<file path="src/rtl/rptr_empty.sv">
// rtl/rptr_empty.sv - FIFO read-domain pointer, empty/almost-empty flags, occupancy and sticky underflow.
module rptr_empty #(
  parameter int ADDRSIZE      = 4,
  parameter int AEMPTY_THRESH = 2
) (
  input  logic                r_clk,
  input  logic                r_rst,
  input  logic                r_inc,
  input  logic [ADDRSIZE:0]   s_rd_ptr,
  input  logic                r_underflow_clr,
  output logic [ADDRSIZE-1:0] r_addr,
  output logic [ADDRSIZE:0]   rptr,
  output logic                r_empty,
  output logic                r_aempty,
  output logic [ADDRSIZE:0]   r_count,
  output logic                r_underflow
);

  localparam logic [ADDRSIZE:0] AEMPTY_LVL = (ADDRSIZE+1)'(AEMPTY_THRESH);

  logic [ADDRSIZE:0] rbin_q, rbin_d;
  logic [ADDRSIZE:0] rptr_q, rptr_d;
  logic              r_empty_q, r_empty_d;
  logic              r_aempty_q, r_aempty_d;
  logic [ADDRSIZE:0] r_count_q, r_count_d;
  logic              r_underflow_q, r_underflow_d;

  logic              rd_en;
  logic [ADDRSIZE:0] rbinnext;
  logic [ADDRSIZE:0] rgraynext;
  logic [ADDRSIZE:0] wbin_s;
  logic [ADDRSIZE:0] count_next;

  always_comb begin
    rd_en     = r_inc & ~r_empty_q;
    rbinnext  = rbin_q + {{ADDRSIZE{1'b0}}, rd_en};
    rgraynext = (rbinnext >> 1) ^ rbinnext;

    // Each binary bit is the XOR of all Gray bits from the MSB down to it.
    wbin_s = '0;
    for (int i = 0; i <= ADDRSIZE; i++) begin
      wbin_s[i] = ^(s_rd_ptr >> i);
    end

    count_next = wbin_s - rbinnext;

    rbin_d     = rbinnext;
    rptr_d     = rgraynext;
    r_empty_d  = (rgraynext == s_rd_ptr);
    r_count_d  = count_next;
    r_aempty_d = (count_next <= AEMPTY_LVL);

    // A new underflow outranks a clear landing in the same cycle.
    r_underflow_d = r_underflow_q;
    if (r_underflow_clr) r_underflow_d = 1'b0;
    if (r_inc && r_empty_q) r_underflow_d = 1'b1;
  end

  always_ff @(posedge r_clk) begin
    if (r_rst) begin
      rbin_q        <= '0;
      rptr_q        <= '0;
      r_empty_q     <= 1'b1;
      r_aempty_q    <= 1'b1;
      r_count_q     <= '0;
      r_underflow_q <= 1'b0;
    end else begin
      rbin_q        <= rbin_d;
      rptr_q        <= rptr_d;
      r_empty_q     <= r_empty_d;
      r_aempty_q    <= r_aempty_d;
      r_count_q     <= r_count_d;
      r_underflow_q <= r_underflow_d;
    end
  end

  assign r_addr      = rbin_q[ADDRSIZE-1:0];
  assign rptr        = rptr_q;
  assign r_empty     = r_empty_q;
  assign r_aempty    = r_aempty_q;
  assign r_count     = r_count_q;
  assign r_underflow = r_underflow_q;

endmodule

</file>
<file path="config.mk">
export PLATFORM = sky130hd
export DESIGN_NAME = rptr_empty
export DESIGN_NICKNAME = d
export VERILOG_FILES = /design/src/rtl/rptr_empty.sv
export SDC_FILE = /design/constraint.sdc
export NUM_CORES = 1
export LEC_CHECK = 0
export ABC_AREA = 0
export CORE_UTILIZATION = 50
export CTS_CLUSTER_DIAMETER = 120
export DETAILED_ROUTE_END_ITERATION = 12
export PLACE_DENSITY_LB_ADDON = 0.3
export SYNTH_ARGS = -nofsm -noshare
export SYNTH_HDL_FRONTEND = slang
export SYNTH_SLANG_ARGS = --single-unit
</file>
<file path="constraint.sdc">
create_clock -name r_clk -period 7.02 [get_ports r_clk]
set_input_delay 1.404 -clock r_clk [delete_from_list [all_inputs] [get_ports r_clk]]
set_output_delay 1.404 -clock r_clk [all_outputs]
set_load 0.02 [all_outputs]
</file>
==> metrics.txt, run 1 <==
Hold/Removal Path Class=reg -> reg; placer congestion estimate=0.7552; cell with the biggest individual delay on the critical path=sky130_fd_sc_hd__clkdlybuf4s50_1; Critical Path RT=approximately 7200 ps; transition at the pin with the smallest max-transition slack=approximately 620 ps; category of the worst setup path launch point=primary input; # IOs=26; power per cell area=slightly above 200 nW/µm²; Slew HR=0.5821; mean cell area of the mapped netlist=roughly 9.2 µm²; CP endpoint kind=flip-flop; DRT Pass-1 Iters=4; final setup slack of the worst path=2928 ps; vias in the first global route=about 720; RSZ-0062 raised after global routing=no; Antenna Violating Nets Remaining=0; TritonCTS clock tree=built; EDFF count, synth=0; die span in y=about 47 µm; Place WS=approximately 2600 ps; Worst Path Buf+Inv=2; Final nets=between 100 and 150; hold_buf cts=0; Simple-Gate Fraction of Synth Area=0.1427; DRC violation count after routing=0; overall power consumption=around 0.00027 W; Clk Tree Root Cell=sky130_fd_sc_hd__clkbuf_4; Inserted Clock Buffers=3; area added between synthesis and finish=29.16%; final hold viol count=0; final wirelength=roughly 1.9 mm; adder and majority gate portion of the synthesized area=0.06258; number of nets in the synthesized netlist=123; area of the die=between 2000 and 2500 µm²; clock period minus worst slack=4092 ps; via total after detailed routing=820; wire length of the first global-routing pass=3.105 mm; Post-CTS Repair Setup Buffers=0; clock network latency to the later pin of the worst-skew pair=just under 300 ps; IR drop worst, VDD=around 0.18 mV; CP top delay family=compound AO/OA/AOI/OAI gates; core box area=1802 µm²; clock sink count=17; ys flop type=sky130_fd_sc_hd__dfxtp_1; number of cells produced by synthesis=about 110; count of routing violations after the opening detailed-route iteration=11; flip-flop and latch count after synthesis=17; combinational family with the most area after synthesis=XOR/XNOR gates; GR Overflow Total=0; pin count of the biggest net entering global routing=18; mux cell area share after synthesis=0.01001; combined area of all synthesized cells=~1000 µm²; initial antenna violation count=0; Synth async-reset ratio=0; worst path cell trace=clkdlybuf4s50_1 -> xor2_2 -> xnor2_1 -> xnor2_1 -> ha_1 -> inv_1 -> ha_1 -> o211a_1 -> a211o_1 -> a22o_1 -> a2111oi_4; Finished Layout Cells=~160; total of fill cells in the finished design=~140; kind of critical path=in -> reg; share of the yosys chip area belonging to registers=0.3404; Worst EP arrival=~4300 ps; leading cell types in the layout, fill and taps excluded=sky130_fd_sc_hd__clkdlybuf4s50_1, sky130_fd_sc_hd__xnor2_1, sky130_fd_sc_hd__dfxtp_1, sky130_fd_sc_hd__nor2_1, sky130_fd_sc_hd__inv_1; warning count from the yosys run=0; final setup skew=between 1 and 1.5 ps; compound-cell area share of the yosys netlist=0.1815; share of cells above drive strength 1=0.07463; post-route clock period utilization=0.5829; post-cts sizing count=0; Max Fclk=between 0.2 and 0.25 GHz; Final setup viols=0; horizontal die dimension=approximately 47 µm; leakage power total=approximately 0.5 nW; detail-routed net length per standard cell=~12 µm; longest individual stage delay on the worst path=~620 ps; Max Slew Vio Count=0; placed cells=around 160; Antenna Cells=0; starting utilization of the core area=0.5549; Synth Area in XOR/XNOR=0.2240; sum of negative setup slack=0 ps; Max clock buf depth=2; standard-cell rows=15; depth of the CTS H-tree=1; result of the run=completed; port buffer count=25; Crit Path Max Fanout=6; # Max-Cap Violations=0; total global routing track utilization=0.2069; dpl hpwl=roughly 1.5 mm; post-synthesis cell type count=32; clock-pin slew on the worst setup and hold paths=approximately 90 ps; commonest non-fill, non-tap cell in the layout=sky130_fd_sc_hd__clkdlybuf4s50_1; average vias per placed instance=5.157
registers in the layout, indices dropped and copies added, names as in the netlist:
| name | count |
|---|---|
| r_aempty | 1 |
| r_underflow | 1 |
| rptr | 4 |
| rbin_q | 5 |
| r_empty | 1 |
| r_count | 5 |
where the power goes:
group / internal (W) / switching [W]
combinational: 0.0000511 / 0.0000531
clock: 0.0000221 / 0.0000291
sequential: 0.000107 / 0.00000335
total: 0.000180 / 0.0000856
cells in the mapped netlist, types with 2 or more instances:
cell type | n | area share
sky130_fd_sc_hd__a21o_1 | 2 | 0.015
sky130_fd_sc_hd__a21oi_1 | 4 | 0.020
sky130_fd_sc_hd__clkbuf_1 | 3 | 0.011
sky130_fd_sc_hd__dfxtp_1 | 17 | 0.34
sky130_fd_sc_hd__ha_1 | 5 | 0.063
sky130_fd_sc_hd__inv_1 | 6 | 0.023
sky130_fd_sc_hd__nand2_1 | 4 | 0.015
sky130_fd_sc_hd__nand2b_1 | 2 | 0.013
sky130_fd_sc_hd__nand3_1 | 3 | 0.015
sky130_fd_sc_hd__nor2_1 | 15 | 0.056
sky130_fd_sc_hd__nor2b_1 | 3 | 0.019
sky130_fd_sc_hd__o211ai_1 | 5 | 0.038
sky130_fd_sc_hd__o21ai_0 | 2 | 0.010
sky130_fd_sc_hd__xnor2_1 | 18 | 0.16
sky130_fd_sc_hd__xor2_1 | 2 | 0.018
sky130_fd_sc_hd__xor2_2 | 2 | 0.033
layout make-up:
cell class / instances / area (µm²) / share of cell area
sequential: 17 / 340.3 / 0.2636
clock buffer: 4 / 26.28 / 0.02035
tap: 25 / 31.28 / 0.02422
timing repair buffer: 25 / 250.2 / 0.1938
multi-input combinational: 82 / 620.6 / 0.4806
inverter: 6 / 22.52 / 0.01744
path summary, 6_finish.rpt:
kind	start	endpoint	slack [ps]	cells after the start
setup / recovery	s_rd_ptr[4]	r_aempty	2930	11
hold / removal	r_underflow	r_underflow	470	2
setup reg to reg	r_empty	r_aempty	4430	9
hold reg to reg	r_underflow	r_underflow	470	2
kinds of logic (layout without fill, tap and decap cells):
| kind of cell | count (synthesis) | after routing |
|---|---|---|
| DFF | 17 | 17 |
| adders and majority gates | 5 | 5 |
| AOI/OAI and AO/OA | 22 | 22 |
| and+or+nand+nor | 31 | 31 |
| muxes | 1 | 1 |
| buffers and inverters | 10 | 35 |
| xor gates and xnor gates | 23 | 23 |
per-stage QoR:
stage | area, µm² | hold WS [ps] | util
after global routing | 1291 | 509.2 | 0.7167
after detailed placement | 1265 | 465.1 | 0.7021
after global placement | 1265 | 455.6 | 0.7021
after floorplan | 999.7 | 542.5 | -
final | 1291 | 472.6 | 0.7167
after CTS | 1291 | 477.7 | 0.7167
routing by layer:
metal  up-vias  global-route usage  part of all wire  wire length, µm
li1        417                   -                 -                -
met1       376              0.2607              0.47              898
met2        21              0.3306              0.46              881
met3         6             0.03922             0.041               78
met4         0              0.1143             0.025               48
met5         -                   0                 0                0
worst reg2reg max path, delay by kind of cell (launching register included):
kind | cells | cell delay, ps
XOR/XNOR | 1 | 130
AND/OR/NAND/NOR | 1 | 50
AO/OA/AOI/OAI | 4 | 1050
flip-flops | 1 | 350
adder cells (fa/ha/maj) | 3 | 910
No activity file was read; power rests on OpenSTA's default activity.
==> inputs of run 2 (changes only) <==
--- a/config.mk
+++ b/config.mk
@@ -6,7 +6,7 @@
 export NUM_CORES = 1
 export LEC_CHECK = 0
 export ABC_AREA = 0
-export CORE_UTILIZATION = 50
+export CORE_UTILIZATION = 43
 export CTS_CLUSTER_DIAMETER = 120
 export DETAILED_ROUTE_END_ITERATION = 12
 export PLACE_DENSITY_LB_ADDON = 0.3
==> constraint.sdc (replaced) <==
create_clock -name r_clk -period 3.5 [get_ports r_clk]
set_input_delay 0.7 -clock r_clk [delete_from_list [all_inputs] [get_ports r_clk]]
set_output_delay 0.7 -clock r_clk [all_outputs]
set_load 0.02 [all_outputs]
==> run 2 against run 1 <==
  * Worst hold slack improved by 4.8 ps
  * Combinational power rose by 110%
  * Cell count rose by 6.9%
  * Core utilization fell by 9.8 points
  * Register-to-register slack got worse by 3400 ps
  * Flip-flop and latch count did not move
  * Worst setup slack got worse by 2600 ps
  * Via count rose by 5.0%
==> metrics.txt, run 2 (synthesis results as in run 1) <==
result of the run=completed; clock sink count=17 (unchanged); Max Slew Vio Count=0 (unchanged); vias in the first global route=801 (+12%); Switching Fraction=0.3267 (+0.004535); RSZ-0062 raised after global routing=no; placer congestion estimate=0.8424 (+12%); via total after detailed routing=861 (+5.0%); overall power consumption=0.0005476 W (+110%); share of cells above drive strength 1=0.1338 (+0.05918); final wirelength=2.034 mm (+6.8%); area of the die=2522 µm² (+16%); DRT Pass-1 Iters=7 (+3); transition at the pin with the smallest max-transition slack=553.1 ps (-71.80 ps); clock-pin slew on the worst setup and hold paths=100 ps (about the same); port buffer count=25 (unchanged); final setup skew=6.300 ps (+5.217 ps); Antenna Violating Nets Remaining=0 (unchanged); clock period minus worst slack=~3100 ps; Antenna Cells=0 (unchanged); post-route cell area=1356 µm² (+5.0%); hold_buf cts=0 (unchanged); Cell Int Power=0.0003687 W (+100%); standard-cell rows=17 (+2); Clk Tree Root Cell=sky130_fd_sc_hd__clkbuf_4; Hold/Removal Path Class=reg -> reg; dpl hpwl=1.669 mm (+10%); Critical Path RT=3700 ps (-3520 ps); horizontal die dimension=50.22 µm (+7.5%); die span in y=50.22 µm (+7.5%); CP endpoint kind=flip-flop; total global routing track utilization=0.1729 (-0.03393); hold_ws=477.4 ps (+4.769 ps); relative contribution of the clock network to total power=0.191 (-0.002); worst r2r src=r_empty; leading cell types in the layout, fill and taps excluded=sky130_fd_sc_hd__clkdlybuf4s50_1, sky130_fd_sc_hd__xnor2_1, sky130_fd_sc_hd__dfxtp_1, sky130_fd_sc_hd__nor2_1, sky130_fd_sc_hd__buf_4; total of fill cells in the finished design=186 (+29%); Crit Path Max Fanout=3 (-3); # Max-Cap Violations=0 (unchanged); clock network latency to the later pin of the worst-skew pair=290 ps (about the same); area of placed instances=1329 µm² (+5.0%); Max clock buf depth=2 (unchanged); initial antenna violation count=0 (unchanged); GR Overflow Total=0 (unchanged); wire length of the first global-routing pass=3.325 mm (+7.1%); Storage cell area=340.3 µm² (unchanged); final hold viol count=0 (unchanged); Post-CTS Repair Setup Buffers=0 (unchanged); kind of critical path=in -> reg; leakage power total=0.5395 nW (+8.2%); part of the power in registers=0.402 (-0.013); Final nets=157 (+5.4%); combinational share of power=0.407 (+0.015); Inserted Clock Buffers=3 (unchanged); DRC violation count after routing=0 (unchanged); Worst EP arrival=3340 ps (-950 ps); combined area of the multi-input logic cells=620.6 µm² (unchanged); Final setup viols=0 (unchanged); # IOs=26 (unchanged); Max Fclk=roughly 0.32 GHz; power per cell area=403.7 nW/µm² (+96%); TritonCTS clock tree=built; core box area=2191 µm² (+22%); detail-routed net length per standard cell=11.96 µm (-0.14%); starting utilization of the core area=0.4563 (-0.09855); Worst Hold Launch=r_underflow; depth of the CTS H-tree=1 (unchanged); commonest non-fill, non-tap cell in the layout=sky130_fd_sc_hd__clkdlybuf4s50_1; post-cts sizing count=0 (unchanged); Sw Pwr=0.0001789 W (+110%); CP Launch Point=s_rd_ptr[2]; count of routing violations after the opening detailed-route iteration=19 (+8); sum of negative setup slack=0 ps (unchanged); category of the worst setup path launch point=primary input; IR drop worst, VDD=0.2799 mV (+56%); average vias per placed instance=5.065 (-1.8%); pin count of the biggest net entering global routing=11 (-7); Slew HR=0.6310 (+0.04886); post-route clock period utilization=0.8969; area added between synthesis and finish=35.67%
-- run 2: path summary, 6_finish.rpt --
check	endpoint	slack [ps]	cells past startpoint
worst max-delay path	r_aempty	360	11
worst min-delay path	r_underflow	480	2
worst max register to register	r_aempty	1020	9
worst min register to register	r_underflow	480	2
-- run 2: metrics by stage --
step           utilization  setup slack [ps]  cells
5_1_grt             0.6191             236.2    170
6_report            0.6191             360.8    170
2_1_floorplan            -             470.5    109
3_5_place_dp        0.6065             36.63    166
3_3_place_gp        0.6065             155.4    166
4_1_cts             0.6191             371.0    170
-- run 2: layout make-up --
cell class              count  area share
clock buffers               3     0.01661
clock inverters             1    0.003690
multi-input cells          82      0.4576
repair buffers             33      0.2288
well taps                  28     0.02583
flip-flops and latches     17      0.2509
inverters                   6     0.01661
-- run 2: worst max-delay path: stages --
cell	delay, ps
sky130_fd_sc_hd__clkdlybuf4s50_1	490
sky130_fd_sc_hd__xnor2_1	290
sky130_fd_sc_hd__xnor2_1	190
sky130_fd_sc_hd__xnor2_1	150
sky130_fd_sc_hd__ha_1	210
sky130_fd_sc_hd__inv_1	50
sky130_fd_sc_hd__ha_1	210
sky130_fd_sc_hd__o211a_1	220
sky130_fd_sc_hd__a211o_1	260
sky130_fd_sc_hd__a22o_1	250
sky130_fd_sc_hd__a2111oi_4	320
-- run 2: per-layer routing --
metal,GRT usage,part of all wire,up-vias
li1,-,-,430
met1,0.2243,0.47,405
met2,0.2889,0.47,24
met3,0.02121,0.039,2
met4,0.06667,0.012,0
met5,0,0,-
-- run 2: power by group through the flow --
stage	clock [W]	combinational (W)	sequential [W]
2_1_floorplan	0	0.000112	0.000252
4_1_cts	0.000107	0.000223	0.000221
3_5_place_dp	0	0.000222	0.000225
3_3_place_gp	0	0.000216	0.000225
5_1_grt	0.000117	0.000241	0.000223
6_report	0.000104	0.000223	0.000220
==> inputs of run 3 (changes only) <==
--- a/config.mk
+++ b/config.mk
@@ -10,6 +10,7 @@
 export CTS_CLUSTER_DIAMETER = 120
 export DETAILED_ROUTE_END_ITERATION = 12
 export PLACE_DENSITY_LB_ADDON = 0.3
+export RECOVER_POWER = 25
 export SYNTH_ARGS = -nofsm -noshare
 export SYNTH_HDL_FRONTEND = slang
 export SYNTH_SLANG_ARGS = --single-unit
==> run 3 against run 2 <==
  * First-iteration DRC count stayed put
  * Core utilization stayed put
  * Non-clock buffer count stayed put
  * Fmax is 0.85% lower
  * Die area stayed put
  * Combinational power is 2% lower
  * Worst hold slack hardly changed
  * Sequential power hardly changed
  * Critical path depth is 1 lower
  * Critical endpoint unchanged
==> metrics.txt, run 3 (synthesis results as in run 1) <==
Hold/Removal Path Class=reg -> reg; final setup slack of the worst path=334.0 ps (-26.76 ps); horizontal die dimension=50.22 µm (unchanged); fin util=0.6191 (unchanged); starting utilization of the core area=0.4563 (unchanged); WL met2=966 µm (unchanged); result of the run=completed; commonest non-fill, non-tap cell in the layout=sky130_fd_sc_hd__xnor2_1; kind of critical path=in -> reg; Crit Path Max Fanout=4 (+1); transition at the pin with the smallest max-transition slack=553.1 ps (unchanged); Final nets=157 (unchanged); IR drop worst, VDD=0.2778 mV (-0.74%); overall power consumption=0.0005434 W (-0.76%); Antenna Cells=0 (unchanged); CP endpoint kind=flip-flop; category of the worst setup path launch point=primary input; final setup skew=6.282 ps (-0.01876 ps); DRT Pass-1 Iters=7 (unchanged); combined area of the multi-input logic cells=620.6 µm² (unchanged); core box area=2191 µm² (unchanged); detailed route wirelength on metal3=84 µm (+5.0%); standard-cell rows=17 (unchanged); leading cell types in the layout, fill and taps excluded=sky130_fd_sc_hd__xnor2_1, sky130_fd_sc_hd__clkdlybuf4s50_1, sky130_fd_sc_hd__dfxtp_1, sky130_fd_sc_hd__nor2_1; Max Slew Vio Count=0 (unchanged); share of cells above drive strength 1=0.1338 (unchanged); port buffer count=25 (unchanged); clock period minus worst slack=3166 ps (+26.76 ps); post-cts sizing count=0 (unchanged); Inserted Clock Buffers=3 (unchanged); hold_buf cts=0 (unchanged); post-route clock period utilization=0.9046 (+0.007645); final wirelength=2.032 mm (about the same); initial antenna violation count=0 (unchanged); RSZ-0062 raised after global routing=no; TritonCTS clock tree=built; vias in the first global route=801 (unchanged); Place WS=36.63 ps (unchanged); Worst EP arrival=3370 ps (+30 ps); # IOs=26 (unchanged); dpl hpwl=1.669 mm (unchanged); Critical Path RT=3700 ps (about the same); final hold viol count=0 (unchanged); average vias per placed instance=5.065 (unchanged); die span in y=50.22 µm (unchanged); via total after detailed routing=861 (unchanged); Slew HR=0.6310 (unchanged); depth of the CTS H-tree=1 (unchanged); clock-pin slew on the worst setup and hold paths=100 ps (about the same); area added between synthesis and finish=35.67% (unchanged); Storage cell area=340.3 µm² (unchanged); total global routing track utilization=0.1729 (unchanged); DRC violation count after routing=0 (unchanged); area of the die=2522 µm² (unchanged); power per cell area=400.6 nW/µm² (-0.76%); count of routing violations after the opening detailed-route iteration=19 (unchanged); Antenna Violating Nets Remaining=0 (unchanged); Max Fclk=0.3159 GHz (-0.85%); total of fill cells in the finished design=186 (unchanged); routed length on met1=956 µm (-0.52%); leakage power total=0.5560 nW (+3.1%); wire length of the first global-routing pass=3.325 mm (unchanged); clock sink count=17 (unchanged); placer congestion estimate=0.8424 (unchanged); Post-CTS Repair Setup Buffers=0 (unchanged); highest metal layer with signal wires=met4; # Max-Cap Violations=0 (unchanged); detail-routed net length per standard cell=11.95 µm (about the same); Clk Tree Root Cell=sky130_fd_sc_hd__clkbuf_4; sum of negative setup slack=0 ps (unchanged); Final setup viols=0 (unchanged); clock network latency to the later pin of the worst-skew pair=290 ps (about the same); Max clock buf depth=2 (unchanged); pin count of the biggest net entering global routing=11 (unchanged); GR Overflow Total=0 (unchanged)
==> run 3: cell count changes in the layout (fill, tap and decap cells not counted) <==
| cell | delta |
|---|---|
| sky130_fd_sc_hd__clkdlybuf4s50_1 | -8 |
| sky130_fd_sc_hd__dlygate4sd3_1 | +8 |
==> run 3: area by class of cell <==
| cell class | instances | share of cell area |
|---|---|---|
| timing repair buffer | 33 | 0.2288 |
| inverter | 6 | 0.01661 |
| sequential | 17 | 0.2509 |
| multi-input combinational | 82 | 0.4576 |
| tap | 28 | 0.02583 |
| clock buffer | 3 | 0.01661 |
| clock inverter | 1 | 0.003690 |
==> run 3: final timing paths <==
kind / to / start / cells past startpoint / slack, ps
min: r_underflow / r_underflow / 2 / 480
max reg2reg: r_aempty / r_empty / 9 / 1010
min reg2reg: r_underflow / r_underflow / 2 / 480
max: r_aempty / r_inc / 10 / 330
==> run 3: report_power, final <==
part | switching (W) | internal, W
Sequential | 0.00000551 | 0.000214
Combinational | 0.000111 | 0.000108
Clock | 0.0000619 | 0.0000425
==> run 3: worst max-delay path, cell delays in order <==
cell	delay [ps]
sky130_fd_sc_hd__dlygate4sd3_1	550
sky130_fd_sc_hd__nor2b_1	140
sky130_fd_sc_hd__ha_1	210
sky130_fd_sc_hd__ha_1	230
sky130_fd_sc_hd__xnor2_2	170
sky130_fd_sc_hd__xnor2_1	430
sky130_fd_sc_hd__mux2i_1	240
sky130_fd_sc_hd__o221ai_1	130
sky130_fd_sc_hd__a22o_1	250
sky130_fd_sc_hd__a2111oi_4	320
==> run 3: per-stage QoR <==
step,hold slack (ps),cells,cell area [µm²]
final,477.4,170,1356
after global routing,522.5,170,1356
after CTS,484.6,170,1356
after detailed placement,470.0,166,1329
after global placement,457.8,166,1329
after floorplan,542.5,109,999.7
==> run 3: metal layers <==
layer,up-vias,track usage
li1,430,-
met1,405,0.2243
met2,24,0.2889
met3,2,0.02121
met4,0,0.06667
met5,-,0
